--- config.mk ---
export PLATFORM = sky130hd
export DESIGN_NAME = frame_parse_rx
export DESIGN_NICKNAME = d
export VERILOG_FILES = /design/src/rtl/frame_pkg.sv /design/src/rtl/frame_cfg_sync.sv /design/src/rtl/frame_parse_rx.sv
export SDC_FILE = /design/constraint.sdc
export NUM_CORES = 1
export LEC_CHECK = 0
export CORE_MARGIN = 4
export CORE_UTILIZATION = 52
export DETAILED_ROUTE_END_ITERATION = 8
export GPL_TIMING_DRIVEN = 0
export PLACE_DENSITY = 0.85
export SYNTH_ARGS = -nofsm -noshare
export SYNTH_HDL_FRONTEND = slang
export SYNTH_SLANG_ARGS = --single-unit
--- constraint.sdc ---
create_clock -name clk -period 3.49 [get_ports clk]
set_input_delay 0.8725 -clock clk [delete_from_list [all_inputs] [get_ports clk]]
set_output_delay 0.8725 -clock clk [all_outputs]
set_load 0.005 [all_outputs]
--- src/rtl/frame_pkg.sv ---
// Shared definitions for the frame generator / frame receiver pair:
// FSM encoding, scramble ROM wrap point and length-halving helpers.
package frame_pkg;

    typedef enum logic [1:0] {
        IDLE = 2'd0,
        HUNT = 2'd1,
        HEAD = 2'd2,
        DATA = 2'd3
    } frame_state_t;

    localparam int SCR_LAST     = 254;
    localparam int SCR_ADDR_W   = 11;
    localparam int HEAD_WORDS_W = 7;
    localparam int DAT_WORDS_W  = 15;
    localparam int CNT_W        = DAT_WORDS_W;

    // Byte lengths are converted to 16-bit word counts by dropping the LSB.
    function automatic logic [HEAD_WORDS_W-1:0] half8(input logic [7:0] bytes);
        return bytes[7:1];
    endfunction

    function automatic logic [DAT_WORDS_W-1:0] half16(input logic [15:0] bytes);
        return bytes[15:1];
    endfunction

endpackage

--- src/rtl/frame_cfg_sync.sv ---
// update_flag two-flop synchronizer with rising-edge config latch.
// Shared by the frame generator and the frame receiver.
module frame_cfg_sync
    import frame_pkg::*;
(
    input  logic                    clk,
    input  logic                    reset_n,
    input  logic                    update_flag,
    input  logic [15:0]             dat_length,
    input  logic [7:0]              head_length,
    input  logic [7:0]              unscr_length,
    input  logic                    scr_choose,
    output logic                    f0,
    output logic                    f1,
    output logic                    cfg_latch,
    output logic [DAT_WORDS_W-1:0]  dat_words,
    output logic [HEAD_WORDS_W-1:0] head_words,
    output logic [HEAD_WORDS_W-1:0] unscr_words,
    output logic                    scr_en,
    output logic                    cfg_err
);

    logic unused_lsbs;

    assign cfg_latch   = f0 & ~f1;
    assign unused_lsbs = dat_length[0] ^ head_length[0] ^ unscr_length[0];

    always_ff @(posedge clk) begin
        if (!reset_n) begin
            f0          <= 1'b0;
            f1          <= 1'b0;
            dat_words   <= '0;
            head_words  <= '0;
            unscr_words <= '0;
            scr_en      <= 1'b0;
            cfg_err     <= 1'b0;
        end else begin
            f0 <= update_flag;
            f1 <= f0;
            if (cfg_latch) begin
                dat_words   <= half16(dat_length);
                head_words  <= half8(head_length);
                unscr_words <= half8(unscr_length);
                scr_en      <= scr_choose;
                // Validity is judged once, at latch time, from the incoming lengths.
                cfg_err     <= (half8(head_length) == '0) ||
                               (half16(dat_length) == '0) ||
                               (half8(unscr_length) > half8(head_length));
            end
        end
    end

endmodule

--- src/rtl/frame_parse_rx.sv ---
// Frame receiver: sync hunt, head/data split, descramble, two-stage output.
// Optional macro RX_SYNC_ERR_CNT_EN adds the sync_err_cnt discard counter.
module frame_parse_rx
    import frame_pkg::*;
#(
    parameter int SCR_LAST = frame_pkg::SCR_LAST
) (
    input  logic                  clk,
    input  logic                  reset_n,
    input  logic                  update_flag,
    input  logic [15:0]           dat_length,
    input  logic [7:0]            head_length,
    input  logic [7:0]            unscr_length,
    input  logic                  scr_choose,
    input  logic [15:0]           sync_word,
    input  logic                  en_in,
    input  logic [15:0]           dat_in,
    output logic [SCR_ADDR_W-1:0] addr_scr,
    input  logic [15:0]           scr_dbin,
    output logic                  head_wreq,
    output logic [15:0]           head_out,
    output logic                  dat_wreq,
    output logic [15:0]           dat_out,
    input  logic                  head_full,
    input  logic                  dat_full,
    output logic                  frame_done,
    output logic                  cfg_err,
`ifdef RX_SYNC_ERR_CNT_EN
    output logic [15:0]           sync_err_cnt,
`endif
    output logic                  ovf
);

    localparam logic [SCR_ADDR_W-1:0] K_LAST = SCR_ADDR_W'(SCR_LAST);

    logic                    f0;
    logic                    f1;
    logic                    cfg_latch;
    logic [DAT_WORDS_W-1:0]  dat_words;
    logic [HEAD_WORDS_W-1:0] head_words;
    logic [HEAD_WORDS_W-1:0] unscr_words;
    logic                    scr_en;

    frame_cfg_sync u_cfg_sync (
        .clk         (clk),
        .reset_n     (reset_n),
        .update_flag (update_flag),
        .dat_length  (dat_length),
        .head_length (head_length),
        .unscr_length(unscr_length),
        .scr_choose  (scr_choose),
        .f0          (f0),
        .f1          (f1),
        .cfg_latch   (cfg_latch),
        .dat_words   (dat_words),
        .head_words  (head_words),
        .unscr_words (unscr_words),
        .scr_en      (scr_en),
        .cfg_err     (cfg_err)
    );

    frame_state_t            state;
    frame_state_t            state_nxt;
    logic [CNT_W-1:0]        cnt;
    logic [CNT_W-1:0]        cnt_nxt;
    logic [SCR_ADDR_W-1:0]   k;
    logic [SCR_ADDR_W-1:0]   k_nxt;
    logic [SCR_ADDR_W-1:0]   k_cur;
    logic [SCR_ADDR_W-1:0]   k_step;
    logic [CNT_W-1:0]        head_ext;
    logic [CNT_W-1:0]        unscr_ext;
    logic                    take;
    logic                    take_head;
    logic                    take_scr;
    logic                    take_last;
    logic                    hunt_miss;

    logic                    s1_valid;
    logic                    s1_head;
    logic                    s1_scr;
    logic                    s1_last;
    logic [15:0]             s1_raw;
    logic [15:0]             s1_word;

    assign head_ext  = CNT_W'(head_words);
    assign unscr_ext = CNT_W'(unscr_words);
    // A sync hit restarts the scramble sequence, so HUNT always indexes from 0.
    assign k_cur     = (state == HUNT) ? '0 : k;
    assign k_step    = (k_cur == K_LAST) ? '0 : k_cur + 1'b1;

    always_comb begin
        state_nxt = state;
        cnt_nxt   = cnt;
        k_nxt     = k;
        take      = 1'b0;
        take_head = 1'b0;
        take_scr  = 1'b0;
        take_last = 1'b0;
        hunt_miss = 1'b0;
        if (f0) begin
            state_nxt = IDLE;
            cnt_nxt   = '0;
            k_nxt     = '0;
        end else begin
            case (state)
                IDLE: begin
                    if (f1 && !cfg_err) state_nxt = HUNT;
                end
                HUNT: begin
                    if (en_in) begin
                        if (dat_in == sync_word) begin
                            take      = 1'b1;
                            take_head = 1'b1;
                            take_scr  = scr_en && (unscr_words == '0);
                            k_nxt     = take_scr ? k_step : '0;
                            if (head_words == HEAD_WORDS_W'(1)) begin
                                state_nxt = DATA;
                                cnt_nxt   = '0;
                            end else begin
                                state_nxt = HEAD;
                                cnt_nxt   = CNT_W'(1);
                            end
                        end else begin
                            hunt_miss = 1'b1;
                        end
                    end
                end
                HEAD: begin
                    if (en_in) begin
                        take      = 1'b1;
                        take_head = 1'b1;
                        take_scr  = scr_en && (cnt >= unscr_ext);
                        if (take_scr) k_nxt = k_step;
                        if (cnt == head_ext - 1'b1) begin
                            state_nxt = DATA;
                            cnt_nxt   = '0;
                        end else begin
                            cnt_nxt = cnt + 1'b1;
                        end
                    end
                end
                DATA: begin
                    if (en_in) begin
                        take     = 1'b1;
                        take_scr = scr_en;
                        if (take_scr) k_nxt = k_step;
                        if (cnt == dat_words - 1'b1) begin
                            take_last = 1'b1;
                            state_nxt = HUNT;
                            cnt_nxt   = '0;
                        end else begin
                            cnt_nxt = cnt + 1'b1;
                        end
                    end
                end
                default: state_nxt = IDLE;
            endcase
        end
    end

    // Stage 1: classify the word and present the ROM address.
    always_ff @(posedge clk) begin
        if (!reset_n) begin
            state    <= IDLE;
            cnt      <= '0;
            k        <= '0;
            addr_scr <= '0;
            s1_valid <= 1'b0;
            s1_head  <= 1'b0;
            s1_scr   <= 1'b0;
            s1_last  <= 1'b0;
            s1_raw   <= '0;
        end else begin
            state    <= state_nxt;
            cnt      <= cnt_nxt;
            k        <= k_nxt;
            s1_valid <= take;
            s1_head  <= take_head;
            s1_scr   <= take_scr;
            s1_last  <= take_last;
            s1_raw   <= dat_in;
            if (take_scr) addr_scr <= k_cur;
        end
    end

    assign s1_word = s1_scr ? (s1_raw ^ scr_dbin) : s1_raw;

    // Stage 2: descramble and write; a full FIFO drops the word but not the frame.
    always_ff @(posedge clk) begin
        if (!reset_n) begin
            head_wreq  <= 1'b0;
            dat_wreq   <= 1'b0;
            head_out   <= '0;
            dat_out    <= '0;
            frame_done <= 1'b0;
            ovf        <= 1'b0;
        end else begin
            head_wreq  <= s1_valid & s1_head & ~head_full;
            dat_wreq   <= s1_valid & ~s1_head & ~dat_full;
            frame_done <= s1_valid & s1_last;
            if (s1_valid && s1_head) head_out <= s1_word;
            if (s1_valid && !s1_head) dat_out <= s1_word;
            if (s1_valid && ((s1_head && head_full) || (!s1_head && dat_full))) begin
                ovf <= 1'b1;
            end else if (cfg_latch) begin
                ovf <= 1'b0;
            end
        end
    end

`ifdef RX_SYNC_ERR_CNT_EN
    always_ff @(posedge clk) begin
        if (!reset_n || cfg_latch) begin
            sync_err_cnt <= '0;
        end else if (hunt_miss && (sync_err_cnt != 16'hFFFF)) begin
            sync_err_cnt <= sync_err_cnt + 1'b1;
        end
    end
`endif

endmodule

==> results of run 1 <==
-- final timing paths --
path | startpoint | cells past startpoint | endpoint
worst max register to register | cnt[0] | 11 | k[10]
worst min-delay path | k[1] | 2 | k[1]
worst max-delay path | dat_in[0] | 9 | k[10]
worst min register to register | k[1] | 2 | k[1]
-- worst max-delay path, delay by kind of cell --
kind | cells | cell delay (ps)
AND/OR/NAND/NOR | 3 | 1220
buffers and inverters | 2 | 720
AO/OA/AOI/OAI | 3 | 700
XOR/XNOR | 1 | 140
-- cell usage after synthesis (all sizes together), types with 7 or more instances --
cell type	number	area, um^2
buf	17	111
clkbuf	32	120
xor2	24	210
a21boi	32	240
nor2b	13	81.3
nand4	17	106
o21ai	26	130
nor2	30	120
a21oi	18	93.8
and2	22	138
ha	25	313
or4	10	78.8
o21a	8	60.1
nand2	143	537
inv	32	120
nand3	19	95.1
dfxtp	128	2560
nand4b	7	61.3
nor4	18	119
nand2b	7	43.8
xnor2	45	394
and3	7	43.8
nor3	13	70.1
o211a	33	330
-- layout make-up --
type / count / area [um^2] / share of cell area (%)
multi-input cells: 584 / 3870 / 43.3
flip-flops and latches: 128 / 2560 / 28.7
repair buffers: 130 / 1300 / 14.6
clock buffers: 18 / 429 / 4.80
plain buffers: 49 / 231 / 2.59
well taps: 172 / 215 / 2.41
clock inverters: 14 / 206 / 2.31
inverters: 32 / 120 / 1.34
-- sequential cells by signal, indices dropped and copies added, names as in the netlist, 2 cells and up --
name,flops
s1_raw,16
addr_scr,11
u_cfg_sync.head_words,7
u_cfg_sync.unscr_words,7
head_out,16
cnt,15
state,2
k,11
dat_out,16
u_cfg_sync.dat_words,15
-- routing by layer --
layer | global-route usage (%) | part of all wire [%]
met1 | 33.2 | 43
met3 | 5.07 | 5.3
met2 | 41.5 | 48
met5 | 0 | 0
met4 | 9.94 | 3.0
-- layout by cell type, fill, tap and decap left out, drive strengths merged, types with 6 or more instances in the layout --
master	instances
nor2b	13
nor2	30
a21boi	32
o21ai	26
xnor2	45
a21oi	18
or3	6
o211a	33
and2	22
ha	25
nand2b	7
clkinv	6
nor3	13
nor4	18
o21a	8
nand4b	7
clkdlybuf4s50	130
dfxtp	128
or4	10
inv	35
clkbuf	50
nand4	17
nand2	143
xor2	24
nand3	19
and3	7
a31oi	6
buf	17
-- kinds of logic after synthesis --
logic type / share of synthesized area, %
buffers and inverters: 5.18
adders and majority gates: 4.61
and+or+nand+nor: 25.1
AOI/OAI and AO/OA: 17.4
xor gates and xnor gates: 8.91
muxes: 0.996
DFF: 37.8
-- power by group --
group / switching (mW) / internal (mW) / total (mW)
clock network: 0.701 / 1.21 / 1.91
logic: 0.248 / 0.242 / 0.491
registers: 0.0296 / 1.49 / 1.52
-- metrics by stage --
stage               setup TNS, ps  instance area [um^2]
finish                          0                  8940
global route                    0                  8940
CTS                             0                  8940
detailed placement          -1220                  8300
global placement            -1510                  8300
floorplan                       0                  6790
==> results.txt, run 1 <==
The flow ran to the end, and the final reports show no timing, DRC or antenna violations. Headroom to the max-slew limit came out at 48.2%. The number of antenna violations at the first check in global routing is 0. The number of buffers on the longest clock path came out at 2. The starting utilization of the core area is 53.3%. Synthesis produced a netlist whose cell count is 793. After layout, the minimum clock period comes to 3310 ps. Dividing the detail-routed via count by the number of cells gives 5.60. The highest cell delay on the worst timing path is 560 ps. The final weighted congestion in routability-driven placement came out at 0.924. The register bit total from synthesis came out at 128. The total nets after synthesis is 905. The die boundary height is 122 um.

The critical path in this run is classified as in2reg. The category of the worst setup path launch point is an input port. The total number of yosys warnings came out at 0. The clock transition at the registers of the reported paths is 60 ps.

Of all flip-flops after synthesis, the portion carrying an async set or reset was 0%. The final cell utilization of the core is 70.2%. TritonCTS built the clock tree. The routed wirelength normalized by instance count came out at 16.9 um. The hold violation count in the final report is 0.

The maximum number of pins on one net before global-route repair is 17. The number of DRC markers after the initial detailed-route iteration is 690. Leaving out filler cells and counting taps, the final layout contains 1127. The die footprint is 0.0149 mm^2. The cell total after placement is 1095.

The critical path goes through clkdlybuf4s50_1 > xnor2_1 > nand4_1 > nor4_2 > a21oi_1 > a211o_1 > buf_6 > or4_1 > a21oi_1. Dividing total power by cell area gives a power density of 439 mW/mm^2. Along the worst path, the maximum fanout reaches 10. The endpoint type of the worst setup path is a flip-flop. The core outline area came out at 0.0127 mm^2. The actual transition at the worst max-transition pin is 767 ps. CTS placed an instance of clkbuf_16 at the clock tree root. The internal reg-to-reg setup slack came out at 360 ps. The count of H-tree levels built during CTS is 4. The share of the yosys chip area belonging to registers came out at 37.8%. The detailed-route wire length came out at 19000 um. The largest clock skew in the final design is 11.6 ps. The worst path arrival time came out at 3670 ps. The number of post-CTS setup repair buffers is 0. The total number of nets in the final design is 1054. The number of global-route vias before repair is 6042.

The number of top-level design ports came out at 135. The first TritonRoute pass finished after 5 iterations. Clock tree synthesis inserted a total of 17 buffers. In this run the mean area of a mapped cell was 8.56 um^2. Dividing the final minimum period by the clock period gives 94.8%. Counting the fill cells in the layout gives 995. The overall power consumption is 3.92 mW. Setup repair after global routing left no endpoint under its margin. Summed over all cells, the static leakage comes to 3.62 nW.

Across the VDD grid, the largest voltage drop is 0.000380 V. The number of core rows is 41. Setup slack closes at 182 ps. The most used flip-flop cell after synthesis is dfxtp_1. Detailed placement ended at an HPWL of 14100 um. The post-synthesis cell area came out at 0.00679 mm^2. The remaining number of nets flagged by the antenna check after routing came out at 0. For this design, the slowest cell found on the critical path is clkdlybuf4s50_1.

The ratio of cells with drive above 1 in the final layout came out at 6.49%. The clock latency at the later pin of the worst-skew pair is 420 ps. The minimum setup slack after placement came out at -194 ps.

The overall via count from detail_route is 6306. The worst endpoint required time is 3850 ps. The synthesized netlist contains 68 unique library cells. The remaining global-route overflow came out at 0. The type of the most critical hold path is reg2reg. The number of pins with negative max-slew slack in the final report is 0. The number of enable-type register cells in the synthesized netlist is 0. Setup violations remaining at the end of the flow were counted as 0. The area growth from synthesis to final layout is 31.7%. The tool flagged a number of max-cap violations equal to 0. The total global-route track usage came out at 25.4%. The number of antenna diodes in the final layout is 0.

The wire length of the first global-routing pass is 30100 um. The clock sink count is 128. Static timing analysis puts the maximum clock frequency at 0.302 GHz. The total DRC errors in the routed layout came out at 0. The post-cts hold buffer count came out at 0. The die width is 122 um. The total of cells resized after clock tree synthesis came out at 0. The cell that appears most often on the critical path is a21oi_1. The quantity of I/O buffers inserted on ports came out at 130. The minimum hold slack came out at 450 ps.
Power figures use the tool's default switching activity.
==> run 2, diff against run 1 <==
--- a/config.mk
+++ b/config.mk
@@ -6,10 +6,11 @@
 export NUM_CORES = 1
 export LEC_CHECK = 0
 export CORE_MARGIN = 4
-export CORE_UTILIZATION = 52
+export CORE_UTILIZATION = 54
+export CTS_BUF_LIST = sky130_fd_sc_hd__clkbuf_4 sky130_fd_sc_hd__clkbuf_8
 export DETAILED_ROUTE_END_ITERATION = 8
 export GPL_TIMING_DRIVEN = 0
-export PLACE_DENSITY = 0.85
+export PLACE_DENSITY = 0.88
 export SYNTH_ARGS = -nofsm -noshare
 export SYNTH_HDL_FRONTEND = slang
 export SYNTH_SLANG_ARGS = --single-unit
==> results.txt, run 2 (same netlist as run 1, synthesis figures left out) <==
In the layout the commonest cells are nand2_1 (143), clkdlybuf4s50_1 (130), dfxtp_1 (128). The power per unit of standard cell area came out at 396 mW/mm^2. The detailed router finished its first iteration with 487 violations. Of the available clock period, the critical path in the final layout requires 96.1%. The number of top-level design ports came out at 135.

During placement, the flow inserted port buffers numbering 130. Dividing the detail-routed via count by the number of cells gives 5.71. Buffers inserted to repair hold after CTS numbered 0. The remaining global-route overflow is 0.

Cells with a size suffix above 1 make up 6.60% of the layout. The remaining number of nets flagged by the antenna check after routing is 0. The starting utilization of the core area came out at 55.8%. The total DRC errors in the routed layout came out at 0. The largest registers in the layout are dat_out x16, head_out x16, s1_raw x16.

Entering global routing, the biggest net connects 17 pins. The signal on the critical path passes through clkdlybuf4s50_1 > xnor2_1 > nand4_1 > nor4_2 > a21oi_1 > a211o_1 > buf_6 > or4b_1 > a21oi_1. The endpoint type of the worst setup path is a flip-flop. The critical path in this run is classified as in2reg. The floorplan has 40 rows.

The total global-route track usage is 25.9%. The met3 wire length came out at 1120 um. On the critical path, the stage with the largest delay is an instance of nor4_2. Of all nets on the critical path, the largest fanout is 10. The routed wirelength normalized by instance count is 16.6 um.

The analysis attributes to net switching a power of 899 uW. The worst-case vdd ir drop came out at 0.000281 V. The overall via count from detail_route came out at 6412. The most frequent standard cell in the layout excluding fill and tap cells is nand2_1. Buffers added to address setup during post-CTS repair amount to 0.

The worst hold path terminates at addr_scr[5]. The cell family contributing the most delay on the critical path is simple AND/OR/NAND/NOR gates. In this run the top signal layer used is met4. The final cell utilization of the core is 71.9%. In this run the vertical extent of the chip is 120 um. The detailed-route wire length is 18600 um. The leakage dissipation came out at 3.54 nW. The later pin in the worst-skew pair is clocked with a latency of 460 ps. The worst endpoint required time came out at 3880 ps. The placed wire-length estimate after detailed placement came out at 14000 um.

The worst slew margin relative to its limit came out at 51.5%. The actual transition at the worst max-transition pin is 720 ps. The floorplan step defined a die boundary enclosing 0.0144 mm^2.

The worst path arrival time is 3750 ps. Detailed routing placed a total of 8940 um of wire on met2. The root buffer cell chosen for the clock tree is clkbuf_8. The largest clock skew in the final design is 15.2 ps.

The number of global-route vias before repair came to 6135. The switching share of power is 26.0%. The worst hold path begins at addr_scr[5]. For flop-to-flop paths, the worst setup slack is 290 ps.

The minimum clock period after layout came out at 3360 ps. From left edge to right edge, the die measures 120 um. The clock network burns 41.9% of the power. In this run the critical register-to-register path is launched from cnt[0]. TritonCTS created 17 clock buffers. The number of pins with negative max-slew slack in the final report came out at 0. The area growth from synthesis to final layout is 28.9%. Combinational logic burns 14.1% of the power.

The hold violation count in the final report is 0. The final sum of negative setup slack is 0 ps. The count of max-cap constraint violations came out at 0.

The TritonCTS clock tree is yes. The highest cell delay on the worst timing path is 620 ps. The final number of setup-violating endpoints is 0. Setup repair after global routing left no endpoint under its margin. STA classifies the critical path startpoint as an input port. The final layout contains 1054 nets. The total of cells resized after clock tree synthesis came out at 0. The first global-routing pass estimated 29900 um of wire. The final weighted congestion in routability-driven placement came out at 0.977. The path class of the tightest hold or removal check is reg2reg. The cell count of the worst reg-to-reg path came out at 11. The number of antenna violations at the first check in global routing came out at 0.

The total internal power came out at 2.56 mW. The number of buffers on the longest clock path came out at 2. The number of antenna diodes is 0. The endpoint identified for the worst register-to-register timing path is k[5]. The core outline area came out at 0.0122 mm^2.

The routed metal-1 wirelength is 7880 um. The clock sink count came out at 128. The worst hold path stage count is 2.

Together, buffers and inverters on the worst path number 2. The cell repeated most along the worst path is a21oi_1. The total iterations of the first detailed-routing run is 5. The sequential power share is 43.9%. The flow ran to the end, and the final reports show no timing, DRC or antenna violations. The peak clock frequency supported by timing is 0.298 GHz. Counting the fill cells in the layout gives 885. The count of H-tree levels built during CTS came out at 4.

The minimum hold slack came out at 458 ps. The clock transition at the registers of the reported paths is 70 ps.
run 2: layer usage:
metal	vias up	GRT usage, %
met1	3021	31.8
met4	0	10.6
met2	262	43.4
met5	-	0
li1	3078	-
met3	51	6.31
run 2: worst register-to-register path, stage by stage, from the launching register on:
cell,delay [ps]
dfxtp_1,340
clkbuf_1,440
inv_1,100
ha_1,310
or3b_1,370
a21boi_1,160
o211a_1,170
o21ai_1,70
a211o_1,340
buf_6,170
or4b_1,520
a21oi_1,160
run 2: layout make-up:
class | count | area (um^2) | area share, %
Buffer | 49 | 231 | 2.65
Clock buffer | 20 | 269 | 3.08
Clock inverter | 12 | 180 | 2.06
Inverter | 32 | 120 | 1.37
Multi-Input combinational cell | 584 | 3870 | 44.3
Sequential cell | 128 | 2560 | 29.3
Tap cell | 168 | 210 | 2.40
Timing Repair Buffer | 130 | 1300 | 14.9
run 2: power groups by stage:
stage / Clock (mW) / Combinational (mW) / Sequential, mW
CTS: 1.46 / 0.485 / 1.52
floorplan: 0 / 0.296 / 1.54
global route: 1.52 / 0.535 / 1.52
detailed placement: 0 / 0.480 / 1.55
finish: 1.45 / 0.489 / 1.52
global placement: 0 / 0.471 / 1.55
run 2: worst max-delay path by stage:
stage            startpoint  endpoint  slack, ps  cells after the start
2_1_floorplan  sync_word[5]     k[10]        690                      8
3_3_place_gp      dat_in[4]      k[5]       -230                      9
3_5_place_dp      dat_in[4]      k[5]       -280                      9
4_1_cts           dat_in[4]      k[5]        180                      9
5_1_grt           dat_in[4]      k[5]         50                      9
6_report          dat_in[4]      k[5]        130                      9
run 2: through the flow:
stage / instances / instance area (um^2) / setup slack, ps / power (mW)
floorplan: 793 / 6790 / 689 / 1.84
global placement: 1091 / 8300 / -233 / 2.02
detailed placement: 1091 / 8300 / -280 / 2.03
CTS: 1123 / 8750 / 177 / 3.46
global route: 1123 / 8750 / 45.6 / 3.58
finish: 1123 / 8750 / 135 / 3.46
